**config.mk**
```make
export PLATFORM = sky130hd
export DESIGN_NAME = bsg_id_pool_multi_port
export DESIGN_NICKNAME = d
export VERILOG_FILES = /design/src/rtl/bsg_id_pool_multi_port_pick.sv /design/src/rtl/bsg_id_pool_multi_port.sv
export SDC_FILE = /design/constraint.sdc
export NUM_CORES = 1
export LEC_CHECK = 0
export BUFFER_PORTS_ARGS = -buffer_cell sky130_fd_sc_hd__buf_2
export CORE_ASPECT_RATIO = 0.75
export CORE_UTILIZATION = 53
export DETAILED_ROUTE_END_ITERATION = 12
export PLACE_DENSITY = 0.8
export SYNTH_ARGS = -nofsm -noshare
export SYNTH_HDL_FRONTEND = slang
export SYNTH_SLANG_ARGS = --single-unit
```
**constraint.sdc**
```tcl
create_clock -name clk_i -period 3.97 [get_ports clk_i]
set_input_delay 0.794 -clock clk_i [delete_from_list [all_inputs] [get_ports clk_i]]
set_output_delay 0.794 -clock clk_i [all_outputs]
set_load 0.01 [all_outputs]
```
**src/rtl/bsg_id_pool_multi_port_pick.sv**
```systemverilog
// bsg_id_pool_multi_port_pick
//   Combinational rotate-then-select-k-lowest. The available vector is rotated
//   so that bit 0 corresponds to i_start. A cascade of alloc_els_p lowest-set-bit
//   stages then runs, each with the earlier picks masked off. Each pick is
//   finally rotated back to absolute ID positions. Stage k therefore holds the
//   k-th available ID in search order, so picks on different ports never collide.
// Ports
//   i_avail    in  els_p                  IDs that may be handed out this cycle
//   i_start    in  id_width_lp            first ID in search order
//   o_pick_oh  out alloc_els_p x els_p    one-hot pick per port (absolute ID positions)
//   o_pick_v   out alloc_els_p            port k found an ID
module bsg_id_pool_multi_port_pick #(
  parameter int els_p       = 8,
  parameter int alloc_els_p = 2,
  parameter int id_width_lp = (els_p > 1) ? $clog2(els_p) : 1
) (
  input  logic [els_p-1:0]                  i_avail,
  input  logic [id_width_lp-1:0]            i_start,
  output logic [alloc_els_p-1:0][els_p-1:0] o_pick_oh,
  output logic [alloc_els_p-1:0]            o_pick_v
);

  // i_start is always < els_p, so a single conditional subtract wraps the index.
  function automatic int wrap_idx(input int idx);
    return (idx >= els_p) ? idx - els_p : idx;
  endfunction

  logic [els_p-1:0] w_rot;

  always_comb begin
    w_rot = '0;
    for (int i = 0; i < els_p; i++) begin
      w_rot[i] = i_avail[wrap_idx(i + int'(i_start))];
    end
  end

  always_comb begin
    logic [els_p-1:0] remain;
    logic [els_p-1:0] low;
    remain    = w_rot;
    low       = '0;
    o_pick_oh = '0;
    o_pick_v  = '0;
    for (int k = 0; k < alloc_els_p; k++) begin
      // Isolate the lowest set bit (two's-complement trick). Then drop it from
      // the pool seen by later stages.
      low         = remain & (~remain + els_p'(1));
      remain      = remain & ~low;
      o_pick_v[k] = |low;
      for (int i = 0; i < els_p; i++) begin
        if (low[i]) o_pick_oh[k][wrap_idx(i + int'(i_start))] = 1'b1;
      end
    end
  end

endmodule

```
**src/rtl/bsg_id_pool_multi_port.sv**
```systemverilog
// bsg_id_pool_multi_port
//   Pool of els_p IDs with alloc_els_p allocation ports and dealloc_els_p
//   deallocation ports per cycle. The pool supports a reserve mask, a
//   dealloc-to-alloc bypass, a registered free count, and an optional rotating
//   search start.
// Ports
//   clk_i         in   1                          clock, posedge
//   reset_i       in   1                          synchronous active-high reset
//   reserve_i     in   els_p                      IDs that must not be handed out
//   alloc_v_o     out  alloc_els_p                port k offers a valid ID
//   alloc_id_o    out  alloc_els_p*id_width_lp    ID offered on port k
//   alloc_yumi_i  in   alloc_els_p                port k consumes its offer
//   dealloc_v_i   in   dealloc_els_p              port j returns an ID
//   dealloc_id_i  in   dealloc_els_p*id_width_lp  ID returned on port j
//   free_cnt_o    out  cnt_width_lp               registered count of unallocated IDs
//   empty_o       out  1                          no ID is allocated (registered state)
// Handshake: alloc_v_o[k] and alloc_id_o[k] are computed from registered state,
//   reserve_i, and dealloc_*_i. They never depend on alloc_yumi_i.
//   alloc_yumi_i[k] may be raised only while alloc_v_o[k] is high. That consumes
//   the offered ID at the next clock edge. The ports are independent of each
//   other. A dealloc takes effect at the next edge. Its ID is offered again in
//   the same cycle.
module bsg_id_pool_multi_port #(
  parameter int els_p         = 8,
  parameter int alloc_els_p   = 2,
  parameter int dealloc_els_p = 2,
  parameter int rotate_p      = 0,
  localparam int id_width_lp  = (els_p > 1) ? $clog2(els_p) : 1,
  localparam int cnt_width_lp = $clog2(els_p + 1)
) (
  input  logic                                 clk_i,
  input  logic                                 reset_i,
  input  logic [els_p-1:0]                     reserve_i,
  output logic [alloc_els_p-1:0]               alloc_v_o,
  output logic [alloc_els_p*id_width_lp-1:0]   alloc_id_o,
  input  logic [alloc_els_p-1:0]               alloc_yumi_i,
  input  logic [dealloc_els_p-1:0]             dealloc_v_i,
  input  logic [dealloc_els_p*id_width_lp-1:0] dealloc_id_i,
  output logic [cnt_width_lp-1:0]              free_cnt_o,
  output logic                                 empty_o
);

  localparam logic [id_width_lp-1:0] last_id_lp = id_width_lp'(els_p - 1);

  logic [els_p-1:0]        r_allocated;
  logic [id_width_lp-1:0]  r_start;
  logic [cnt_width_lp-1:0] r_free_cnt;

  logic [dealloc_els_p-1:0][id_width_lp-1:0] w_dealloc_id;
  logic [els_p-1:0]                          w_dealloc_mask;
  logic [els_p-1:0]                          w_avail;
  logic [alloc_els_p-1:0][els_p-1:0]         w_pick_oh;
  logic [alloc_els_p-1:0]                    w_pick_v;
  logic [alloc_els_p-1:0][id_width_lp-1:0]   w_pick_id;
  logic [els_p-1:0]                          w_alloc_mask;
  logic [cnt_width_lp:0]                     w_n_dealloc;
  logic [cnt_width_lp:0]                     w_n_yumi;
  logic [cnt_width_lp:0]                     w_free_next;
  logic [id_width_lp-1:0]                    w_start_next;

  // Dealloc decoders. Out-of-range IDs decode to nothing; an assertion flags them.
  always_comb begin
    w_dealloc_mask = '0;
    for (int j = 0; j < dealloc_els_p; j++) begin
      w_dealloc_id[j] = dealloc_id_i[j*id_width_lp +: id_width_lp];
      if (dealloc_v_i[j] && (32'(w_dealloc_id[j]) < els_p)) begin
        w_dealloc_mask[w_dealloc_id[j]] = 1'b1;
      end
    end
  end

  // Returned IDs are removed before the availability check. This creates the bypass.
  assign w_avail = ~((r_allocated & ~w_dealloc_mask) | reserve_i);

  bsg_id_pool_multi_port_pick #(
    .els_p       (els_p),
    .alloc_els_p (alloc_els_p),
    .id_width_lp (id_width_lp)
  ) u_pick (
    .i_avail   (w_avail),
    .i_start   (r_start),
    .o_pick_oh (w_pick_oh),
    .o_pick_v  (w_pick_v)
  );

  // One-hot to binary encoders, and the mask of IDs consumed this cycle.
  always_comb begin
    w_alloc_mask = '0;
    for (int k = 0; k < alloc_els_p; k++) begin
      w_pick_id[k] = '0;
      for (int i = 0; i < els_p; i++) begin
        if (w_pick_oh[k][i]) w_pick_id[k] = w_pick_id[k] | id_width_lp'(i);
      end
      alloc_id_o[k*id_width_lp +: id_width_lp] = w_pick_id[k];
      if (alloc_yumi_i[k]) w_alloc_mask = w_alloc_mask | w_pick_oh[k];
    end
  end

  assign alloc_v_o = w_pick_v;

  // The free count uses one extra bit so the intermediate sum cannot wrap.
  always_comb begin
    w_n_dealloc = '0;
    w_n_yumi    = '0;
    for (int j = 0; j < dealloc_els_p; j++) begin
      w_n_dealloc = w_n_dealloc + {{cnt_width_lp{1'b0}}, dealloc_v_i[j]};
    end
    for (int k = 0; k < alloc_els_p; k++) begin
      w_n_yumi = w_n_yumi + {{cnt_width_lp{1'b0}}, alloc_yumi_i[k]};
    end
    w_free_next = {1'b0, r_free_cnt} + w_n_dealloc - w_n_yumi;
  end

  // Picks are in search order. The highest consuming port therefore holds the
  // last consumed ID, and the next search starts just after it.
  always_comb begin
    w_start_next = r_start;
    if (rotate_p != 0) begin
      for (int k = 0; k < alloc_els_p; k++) begin
        if (alloc_yumi_i[k]) begin
          w_start_next = (w_pick_id[k] == last_id_lp) ? '0 : w_pick_id[k] + id_width_lp'(1);
        end
      end
    end
  end

  always_ff @(posedge clk_i) begin
    if (reset_i) begin
      r_allocated <= '0;
      r_start     <= '0;
      r_free_cnt  <= cnt_width_lp'(els_p);
    end else begin
      r_allocated <= (r_allocated & ~w_dealloc_mask) | w_alloc_mask;
      r_start     <= w_start_next;
      r_free_cnt  <= w_free_next[cnt_width_lp-1:0];
    end
  end

  assign free_cnt_o = r_free_cnt;
  assign empty_o    = ~|r_allocated;

  // Illegal-use checks. Requiring a returned ID to be set in r_allocated also
  // rejects returning an ID that is only being allocated in the same cycle.
  for (genvar j = 0; j < dealloc_els_p; j++) begin : g_dealloc_chk
    a_dealloc_range: assert property (@(posedge clk_i) disable iff (reset_i)
      dealloc_v_i[j] |-> (32'(w_dealloc_id[j]) < els_p))
      else $error("dealloc port %0d: id %0d out of range", j, w_dealloc_id[j]);
    a_dealloc_owned: assert property (@(posedge clk_i) disable iff (reset_i)
      (dealloc_v_i[j] && (32'(w_dealloc_id[j]) < els_p)) |-> r_allocated[w_dealloc_id[j]])
      else $error("dealloc port %0d: id %0d not allocated", j, w_dealloc_id[j]);
    a_dealloc_reserved: assert property (@(posedge clk_i) disable iff (reset_i)
      (dealloc_v_i[j] && (32'(w_dealloc_id[j]) < els_p)) |-> !reserve_i[w_dealloc_id[j]])
      else $warning("dealloc port %0d: id %0d is reserved", j, w_dealloc_id[j]);
    for (genvar m = j + 1; m < dealloc_els_p; m++) begin : g_pair
      a_dealloc_dup: assert property (@(posedge clk_i) disable iff (reset_i)
        !(dealloc_v_i[j] && dealloc_v_i[m] && (w_dealloc_id[j] == w_dealloc_id[m])))
        else $error("dealloc ports %0d/%0d return the same id", j, m);
    end
  end

  for (genvar k = 0; k < alloc_els_p; k++) begin : g_yumi_chk
    a_yumi_v: assert property (@(posedge clk_i) disable iff (reset_i)
      alloc_yumi_i[k] |-> alloc_v_o[k])
      else $error("alloc port %0d: yumi without v", k);
  end

endmodule

```
==> impl.org <==
** Die
- Row count :: 14
- The die covers 2600 um2.
- The die is 44.4 um tall.
- Measured along the x axis, the die boundary spans 58.6 um.
- During I/O placement, the number of pins put on the boundary was 33.
- Core Footprint :: 2140 um2
- Initial core utilization :: 0.595

** Global routing
- In the global route stage, overall resource usage came out at 0.329.
- Number of antenna violations at the first check in global routing :: 0
- Overflow left after global routing :: 0
- Vias in the first global route :: 1305
- Entering global routing, the biggest net connects 17 pins.
- Global-route wire length before repair :: 6.22 mm

** Place
- Buffers placed on the I/O ports in this run total 32.
- Summed over all nets, the half-perimeter wirelength after detailed placement is 3.15 mm.
- At the end of routability-driven placement, the weighted congestion stood at 0.990.
- At the placement stage, the worst setup path has a slack of 0.276 ns.
- In this run the cell area measured after placement is 1490 um2.

** Timing
- Setup violations remaining at the end of the flow were counted as 0.
- The number of hold violations in the final report came to 0.
- Summed over all failing endpoints, the final setup total negative slack is 0 ns.
- Slew at the pin with the worst max-slew slack :: 0.537 ns
- Of the available clock period, the critical path in the final layout requires 0.939.
- Setup ws final :: 0.241 ns
- Remaining max-slew budget at the tightest pin :: 0.640
- Setup repair after global routing missed its margin :: no
- The final number of max-transition violations came to 0.
- Largest clock skew in the final design :: 0.00237 ns
- Maximum clock frequency :: ~270 MHz
- Minimum clock period after layout :: 3.73 ns

** Routing
- For this block, the via count after detailed routing is 1506.
- First-iteration detailed-routing DRC count :: 149
- After detailed routing, the number of remaining DRC violations is 0.
- Average routed wire per standard cell :: 18.0 um
- Number of iterations in the first detailed-routing pass :: 5
- The routed design has 4.01 mm of wire.
- Antenna violation net count after detailed routing :: 0
- Drt via density :: 6.78

** Worst setup path
- Data on the critical path is required at its endpoint by 3.18 ns.
- STA classifies the critical path startpoint as an input port.
- Of all nets on the critical path, the largest fanout is 8.
- The worst setup path is captured at a primary output.
- Arrival time of the worst setup path :: 2.93 ns
- Critical path type :: in -> out

** Clock network
- Hold repair after CTS inserted 0 buffers.
- Buffers added to address setup during post-CTS repair amount to 0.
- In this run the clock root is driven by a sky130_fd_sc_hd__clkbuf_4.
- Clock sink total :: 12
- The later pin in the worst-skew pair is clocked with a latency of between 0.2 and 0.3 ns.
- Clock-pin slew reported for the worst setup and hold paths after clock tree synthesis :: 0.07 ns
- Number of buffers created by CTS :: 3
- Depth of the CTS H-tree :: 1
- Clock tree from TritonCTS :: yes
- Longest Clk Path Bufs :: 2
- After clock tree synthesis, the repair step resized 0 gates.

** Synth
- In this run, synthesis inferred 0 flip-flops with an integrated enable.
- Post-Synthesis Net Count :: 179
- After synthesis the cells add up to 1270 um2.
- In the synthesized netlist the dominant register cell turns out to be sky130_fd_sc_hd__dfxtp_1.
- After synthesis, the mean cell area works out to 8.25 um2.
- The synthesized design contains 12 register bits.
- Total number of yosys warnings :: 0
- Post-synthesis cell type count :: slightly above 50
- Fraction of registers with async set or reset after synthesis :: 0
- In the synthesized netlist, the number of instances is 154.
- Sequential area share after synthesis :: 0.189

** Power
- Leakage power total :: 0.000595 uW
- Total power divided by cell area :: 322 nW/um2
- VDD sags by at most 0.000244 V.

** Layout
- In the final layout, the share of cells above drive strength 1 is 0.274.
- # nets final :: 217
- The repair_antennas step left the layout with diodes totalling 0.
- Compared with the post-synthesis result, the final layout area differs by 19.3%.
- Commonest non-fill, non-tap cells in the layout :: sky130_fd_sc_hd__buf_2, sky130_fd_sc_hd__nor2_1, sky130_fd_sc_hd__dfxtp_1
- Leading cell type in the layout, fill and taps excluded :: sky130_fd_sc_hd__buf_2
- After filler insertion, the fill cell instance count of the layout stands at 194.
- Final cell area excluding filler cells :: 1520 um2

** Min path
- In this run the worst hold path is classified as reg -> reg.

** Outcome
- Result of the run :: completed

** Run
- Number of maximum-capacitance constraint violations :: 0
-- worst max-delay path: stages --
cell and delay [ns]:
sky130_fd_sc_hd__buf_2 0.14, sky130_fd_sc_hd__or4b_1 0.61, sky130_fd_sc_hd__a31oi_4 0.33, sky130_fd_sc_hd__nor2_1 0.16
sky130_fd_sc_hd__a211o_1 0.32, sky130_fd_sc_hd__a31oi_1 0.28, sky130_fd_sc_hd__o211ai_1 0.13, sky130_fd_sc_hd__buf_2 0.16
-- where the power goes --
group	total [uW]	internal (uW)	leakage [uW]	switching (uW)
logic	253	109	0.000483	144
registers	159	142	0.0000988	17.7
clock network	75.3	35.2	0.0000138	40.1
-- kinds of logic (layout without fill, tap and decap cells) --
family          Yosys count  after routing  synth area share
compound gates           49             49             0.306
flops                    12             12             0.189
simple gates             67             67             0.342
mux                       3              3            0.0236
buf+inv                  13             49            0.0384
fa+ha+maj                 5              5            0.0669
xor+xnor                  5              5            0.0345
-- layer usage --
layer / track usage / vias up / share of wire
li1: - / 689 / -
met5: 0 / - / 0
met3: 0.0789 / 8 / 0.11
met2: 0.462 / 99 / 0.43
met1: 0.486 / 710 / 0.45
met4: 0.119 / 0 / 0.011
-- sequential cells by signal, summed over array words and instances, names as in the netlist --
register,cells
r_allocated,8
free_cnt_o,4
-- final cells by class --
cell class	count	area [um2]	area share
multi-input combinational	129	982	0.648
sequential	12	240	0.158
timing repair buffer	37	198	0.130
tap	32	40.0	0.0264
inverter	9	33.8	0.0223
clock buffer	3	22.5	0.0149
-- cells in the mapped netlist, types with 2 or more instances --
master / n / area (um2)
sky130_fd_sc_hd__and2_1: 2 / 12.5
sky130_fd_sc_hd__or4_1: 2 / 15.0
sky130_fd_sc_hd__nor2_1: 12 / 45.0
sky130_fd_sc_hd__mux2i_1: 3 / 30.0
sky130_fd_sc_hd__inv_1: 9 / 33.8
sky130_fd_sc_hd__nand4_1: 3 / 18.8
sky130_fd_sc_hd__nor3_1: 5 / 25.0
sky130_fd_sc_hd__xor2_1: 2 / 17.5
sky130_fd_sc_hd__a31oi_1: 7 / 43.8
sky130_fd_sc_hd__nand4b_1: 9 / 78.8
sky130_fd_sc_hd__fa_1: 3 / 60.1
sky130_fd_sc_hd__a31o_2: 3 / 26.3
sky130_fd_sc_hd__ha_1: 2 / 25.0
sky130_fd_sc_hd__xnor2_1: 3 / 26.3
sky130_fd_sc_hd__nand3_1: 6 / 30.0
sky130_fd_sc_hd__o211ai_1: 3 / 22.5
sky130_fd_sc_hd__nor4_1: 4 / 25.0
sky130_fd_sc_hd__nor2b_1: 2 / 12.5
sky130_fd_sc_hd__a31oi_4: 2 / 42.5
sky130_fd_sc_hd__o21ai_1: 2 / 10.0
sky130_fd_sc_hd__nand2b_1: 2 / 12.5
sky130_fd_sc_hd__clkbuf_1: 4 / 15.0
sky130_fd_sc_hd__nand4bb_1: 4 / 45.0
sky130_fd_sc_hd__o21ai_0: 5 / 25.0
sky130_fd_sc_hd__or4bb_1: 2 / 22.5
sky130_fd_sc_hd__a32oi_1: 2 / 17.5
sky130_fd_sc_hd__dfxtp_1: 12 / 240
sky130_fd_sc_hd__o31ai_1: 4 / 30.0
sky130_fd_sc_hd__nand2_1: 7 / 26.3
sky130_fd_sc_hd__a21oi_1: 7 / 35.0
-- per-stage QoR --
step	std cells	util	hold slack [ns]	total power (uW)
floorplan	154	-	0.464	321
global placement	219	0.699	0.481	399
detailed placement	219	0.699	0.491	410
CTS	222	0.710	0.501	487
global route	222	0.710	0.535	526
finish	222	0.710	0.502	488
-- worst paths after layout --
check,start,endpoint,slack (ns),depth (start not counted)
max,dealloc_id_i[3],alloc_id_o[5],0.24,8
min,r_allocated[4]$_SDFF_PP0_,r_allocated[4]$_SDFF_PP0_,0.50,2
max reg2reg,r_allocated[4]$_SDFF_PP0_,r_allocated[7]$_SDFF_PP0_,1.97,6
min reg2reg,r_allocated[4]$_SDFF_PP0_,r_allocated[4]$_SDFF_PP0_,0.50,2
Note: power is estimated with default switching activity, not from simulation.
